**src/rtl/elevator_call_panel.sv**
```systemverilog
// rtl/elevator_call_panel.sv - synchronise, debounce and latch car-panel calls for the elevator controller
module elevator_call_panel #(
    parameter int NFLOORS    = 8,
    parameter int FLOOR_W    = 3,
    parameter int DEB_CYCLES = 4,
    parameter int OPEN_HOLD  = 16
) (
    input  logic               clk,
    input  logic               rst,
    input  logic [NFLOORS-1:0] btn,
    input  logic               btn_open,
    input  logic               btn_close,
    input  logic               open,
    input  logic               close,
    input  logic               up,
    input  logic               down,
    input  logic [FLOOR_W-1:0] y,
    output logic [NFLOORS-1:0] req,
    output logic [NFLOORS-1:0] lamp,
    output logic               door_open_req,
    output logic               door_close_req,
    output logic [3:0]         pending_cnt
);

    localparam int NIN = NFLOORS + 2;
    localparam int CW  = 4;
    localparam int HW  = $clog2(OPEN_HOLD + 1);

    logic [NIN-1:0]     raw, sync1, sync2, deb, deb_q, press;
    logic [CW-1:0]      cnt [NIN];
    logic [HW-1:0]      hold, hold_nxt;
    logic [NFLOORS-1:0] served, req_nxt;
    logic [3:0]         cnt_nxt;
    logic               open_ev, close_ev, moving;
    logic               dopen_nxt, dclose_nxt;

    // Door buttons ride along with the floor buttons through the same debouncer.
    assign raw      = {btn_close, btn_open, btn};
    assign press    = deb & ~deb_q;
    assign open_ev  = press[NFLOORS];
    assign close_ev = press[NFLOORS+1];
    assign moving   = up | down;
    assign lamp     = req;

    always_ff @(posedge clk) begin
        if (rst) begin
            sync1 <= '0;
            sync2 <= '0;
            deb   <= '0;
            deb_q <= '0;
            for (int i = 0; i < NIN; i++) cnt[i] <= '0;
        end else begin
            sync1 <= raw;
            sync2 <= sync1;
            deb_q <= deb;
            for (int i = 0; i < NIN; i++) begin
                if (sync2[i] == deb[i]) begin
                    cnt[i] <= '0;
                end else if (cnt[i] == CW'(DEB_CYCLES - 1)) begin
                    deb[i] <= ~deb[i];
                    cnt[i] <= '0;
                end else begin
                    cnt[i] <= cnt[i] + 1'b1;
                end
            end
        end
    end

    // A floor being served both clears its request and swallows a same-cycle press.
    always_comb begin
        cnt_nxt = '0;
        for (int i = 0; i < NFLOORS; i++) begin
            served[i] = open && (y == FLOOR_W'(i));
        end
        req_nxt = (req | press[NFLOORS-1:0]) & ~served;
        for (int i = 0; i < NFLOORS; i++) begin
            cnt_nxt = cnt_nxt + {3'b000, req_nxt[i]};
        end
    end

    always_comb begin
        dopen_nxt  = door_open_req;
        hold_nxt   = hold;
        dclose_nxt = door_close_req;
        if (open || moving) begin
            dopen_nxt = 1'b0;
            hold_nxt  = '0;
        end else if (open_ev) begin
            dopen_nxt = 1'b1;
            hold_nxt  = HW'(OPEN_HOLD);
        end else if (door_open_req) begin
            if (hold == HW'(1)) dopen_nxt = 1'b0;
            hold_nxt = hold - 1'b1;
        end
        if (close || open_ev) begin
            dclose_nxt = 1'b0;
        end else if (close_ev) begin
            dclose_nxt = 1'b1;
        end
    end

    always_ff @(posedge clk) begin
        if (rst) begin
            req            <= '0;
            pending_cnt    <= '0;
            door_open_req  <= 1'b0;
            door_close_req <= 1'b0;
            hold           <= '0;
        end else begin
            req            <= req_nxt;
            pending_cnt    <= cnt_nxt;
            door_open_req  <= dopen_nxt;
            door_close_req <= dclose_nxt;
            hold           <= hold_nxt;
        end
    end

endmodule

```
**config.mk**
```make
export PLATFORM = sky130hd
export DESIGN_NAME = elevator_call_panel
export DESIGN_NICKNAME = d
export VERILOG_FILES = /design/src/rtl/elevator_call_panel.sv
export SDC_FILE = /design/constraint.sdc
export NUM_CORES = 1
export LEC_CHECK = 0
export BUFFER_PORTS_ARGS = -buffer_cell sky130_fd_sc_hd__buf_2
export CORE_MARGIN = 3
export CORE_UTILIZATION = 24
export DETAILED_ROUTE_END_ITERATION = 8
export GPL_ROUTABILITY_DRIVEN = 1
export PLACE_DENSITY = 0.4
export REMOVE_ABC_BUFFERS = 1
export SETUP_SLACK_MARGIN = 0.1
export SYNTH_ARGS = -nofsm -noshare
export SYNTH_HDL_FRONTEND = slang
export SYNTH_SLANG_ARGS = --single-unit
```
**constraint.sdc**
```tcl
create_clock -name clk -period 6 [get_ports clk]
set_clock_uncertainty 0.2 [all_clocks]
set_input_delay 0 -clock clk [delete_from_list [all_inputs] [get_ports clk]]
set_output_delay 0 -clock clk [all_outputs]
set_load 0.1 [all_outputs]
```
==> flow_summary_export.csv <==
group,metric,value,unit
placed_design,placed_cell_area,4650,µm²
timing,fin_tns_setup,0,ns
clock_tree,htree_num_levels,3,
logic_synthesis,synth_largest_area_cell,"edfxtp_1",
setup_path,reg2reg_from,"deb[0]$_SDFFE_PP0P_",
setup_path,worstSetupEndpointType,"flip-flop",
setup_path,cp-start-kind,"primary input",
timing,min_period_over_period,56.1,%
power_and_ir_drop,switching_share,21.3,%
floorplan,start_util,24.6,%
grt,grt_overflow,0,
timing,worst_pin_slew,0.541,ns
grt,antenna_found_initial,0,
setup_path,startpoint,"y[1]",
logic_synthesis,syn_area,4110,µm²
power_and_ir_drop,p_clk_share,42.5,%
cells_and_area,syn_to_final_growth,25.1,%
grt,grt_start_max_net_pins,41,
timing,final-hold-violation-count,0,
cells_and_area,final_common_cell,"nor2_1",
logic_synthesis,async_flop_share,0,%
clock_tree,cts_buffer_depth,2,
setup_path,cp_common_cell,"fa_1",
clock_tree,numCtsBuffers,9,
floorplan,die-area,18700,µm²
timing,drv_slew,0,
logic_synthesis,syn_area_per_cell,11.4,µm²
logic_synthesis,synth.distinct_cells,34,
setup_path,cpPeakStageDelay,0.54,ns
cells_and_area,nets,493,
clock_tree,insertion_delay,0.34,ns
setup_path,critPathCapture,"pending_cnt[2]$_SDFF_PP0_",
setup_path,worst_path_max_delay_cell,"dlygate4sd3_1",
timing,fin_crit,3.36,ns
power_and_ir_drop,seq_power_share,52.4,%
clock_tree,root_buffer,"clkbuf_16",
power_and_ir_drop,power_density,272,nW/µm²
hold_path,hold_path_class,"primary input to flip-flop",
timing,timing.slew.headroom,63.8,%
cells_and_area,final_cell_mix,"nor2_1, dfxtp_1, nor2b_1",
floorplan,boundaryPins,41,
drt,ant_nets,0,
drt,vias,2564,
setup_path,crit_chain,"dlygate4sd3_1 -> buf_2 -> nand2b_1 -> o22a_1 -> fa_1 -> inv_1 -> fa_1 -> fa_1 -> inv_1 -> ha_1 -> inv_1 -> fa_1 -> xor2_1 -> nor2_1",
placed_design,dp_hpwl,5260,µm
placed_design,io_buffers,40,
cells_and_area,fin_area,5140,µm²
drt,drt_iter0_markers,103,
logic_synthesis,synth_edf_count,40,
logic_synthesis,yosysTopAreaCellShare,29.2,%
logic_synthesis,synthFlopType,"dfxtp_1",
power_and_ir_drop,combPwrFrac,5.2,%
clock_tree,cts_tree,"done",
drt,firstDrtPassIters,6,
power_and_ir_drop,switching_power,0.297,mW
timing,rsz0062_at_grt,"false",
setup_path,r2r_end,"pending_cnt[2]$_SDFF_PP0_",
clock_tree,post_cts_buffers,0,
grt,grtUsageTotal,8.58,%
placed_design,place.gp.congestion,0.709,
run_status,status,"complete, no violations",
timing,setup_viol,0,
drt,remaining_drc_errors,0,
power_and_ir_drop,vdd.ir_drop.worst,0.000193,V
setup_path,criticalPathCategory,"primary input to flip-flop",
clock_tree,numClockSinks,99,
floorplan,die_h,137,µm
logic_synthesis,synth-seq-cells,99,
setup_path,critical_path.max_fanout,5,
power_and_ir_drop,p_leak,2.06,nW
power_and_ir_drop,intPower,1.10,mW
logic_synthesis,synthCells,360,
floorplan,die_width,137,µm
grt,grt_pass1_vias,2570,
setup_path,r2r_cells,12,
cells_and_area,diodes,0,
setup_path,r2r_slack,2.70,ns
clock_tree,cts.clk_slew.worst_paths,0.07,ns
logic_synthesis,yosys_warnings,0,
setup_path,crit_required,6.02,ns
setup_path,critPathArrivalTime,3.38,ns
timing,fmax,0.297,GHz
floorplan,coreArea,16700,µm²
grt,grt_pass1_wl,12300,µm
job,cap_violations,0,
drt,wl_per_cell,10.5,µm
drt,vias_per_cell,3.77,
cells_and_area,drive_above_1_share,12.4,%
logic_synthesis,yosysSeqAreaShare,57.9,%
logic_synthesis,synthTopCellsByArea,"edfxtp_1, dfxtp_1, nor2b_1, nor2_1, xnor2_1",
floorplan,fp-row-count,47,
drt,routed_wl,7170,µm
worst min-delay path by stage:
stage	slack, ns	depth (start not counted)	endpoint	startpoint
final	0.04	4	lamp[7]$_SDFF_PP0_	y[2]
after CTS	0.05	4	lamp[7]$_SDFF_PP0_	y[2]
after detailed placement	-0.03	2	door_close_req$_SDFFE_PP0P_	close
after global placement	-0.03	2	door_close_req$_SDFFE_PP0P_	close
after floorplan	-0.13	1	pending_cnt[1]$_SDFF_PP0_	rst
after global routing	0.09	4	lamp[6]$_SDFF_PP0_	y[2]
sequential cells by signal, indices dropped and copies added, names as in the netlist:
signal	flops
door_open_req	1
sync2	10
sync1	10
cnt	40
hold	5
lamp	8
pending_cnt	4
door_close_req	1
deb_q	10
deb	10
through the flow:
stage	worst slack (ns)	power, mW	hold WS (ns)	utilization [%]	instances
after floorplan	1.71	0.787	-0.133	-	384
after global placement	2.67	0.810	-0.0329	27.8	645
after detailed placement	2.64	0.811	-0.0332	27.8	645
after CTS	2.63	1.43	0.0460	30.8	680
after global routing	2.47	1.47	0.0898	30.8	680
final	2.64	1.40	0.0395	30.8	680
Yosys cell counts (all sizes together), types with 2 or more instances:
library cell	instances
nand3	10
nor2	60
dfxtp	59
nand2	3
a21oi	3
inv	21
or4	2
xnor2	22
edfxtp	40
ha	15
o22a	3
nand2b	4
o22ai	3
fa	4
nor2b	43
or3	10
nor3b	11
xor2	12
buf	9
clkbuf	6
mux2i	10
layout make-up:
type / count / area (µm²)
Multi-Input combinational cell: 264 / 1700
Inverter: 21 / 78.8
Clock inverter: 4 / 47.5
Timing Repair Buffer: 60 / 398
Fill cell: 1775 / 11600
Clock buffer: 12 / 258
Sequential cell: 99 / 2380
Tap cell: 220 / 275
power by group through the flow:
stage	sequential (mW)	combinational (mW)	clock [mW]
final	0.732	0.0722	0.593
after global placement	0.746	0.0639	0
after CTS	0.732	0.0733	0.621
after floorplan	0.751	0.0352	0
after detailed placement	0.747	0.0639	0
after global routing	0.734	0.0833	0.647
what timing repair did:
action                    CTS  global route
gates resized for setup     0             0
hold buffers               19             0
hold endpoints to repair   36             0
cells by family (layout without fill, tap and decap cells):
family	after synthesis	after routing	synth area share [%]
AOI/OAI and AO/OA	15	15	2.77
xor gates and xnor gates	34	34	7.24
adders and majority gates	19	19	6.51
buffers and inverters	36	97	4.20
DFF	99	99	57.9
muxes	10	10	2.43
other	1	40	0.0912
and+or+nand+nor	146	146	18.8
critical path: cells and delay by family:
family	cells	cell delay (ns)
fa+ha+maj	5	1.93
simple gates	2	0.23
compound gates	1	0.24
xor+xnor	1	0.15
buf+inv	5	0.85
routing by layer:
layer  global-route usage (%)  routed length [µm]
met1                     10.8                3460
met2                     13.2                3220
met3                     3.86                 417
met4                     2.66                  61
met5                        0                   0
(Power assumes the default switching activity.)
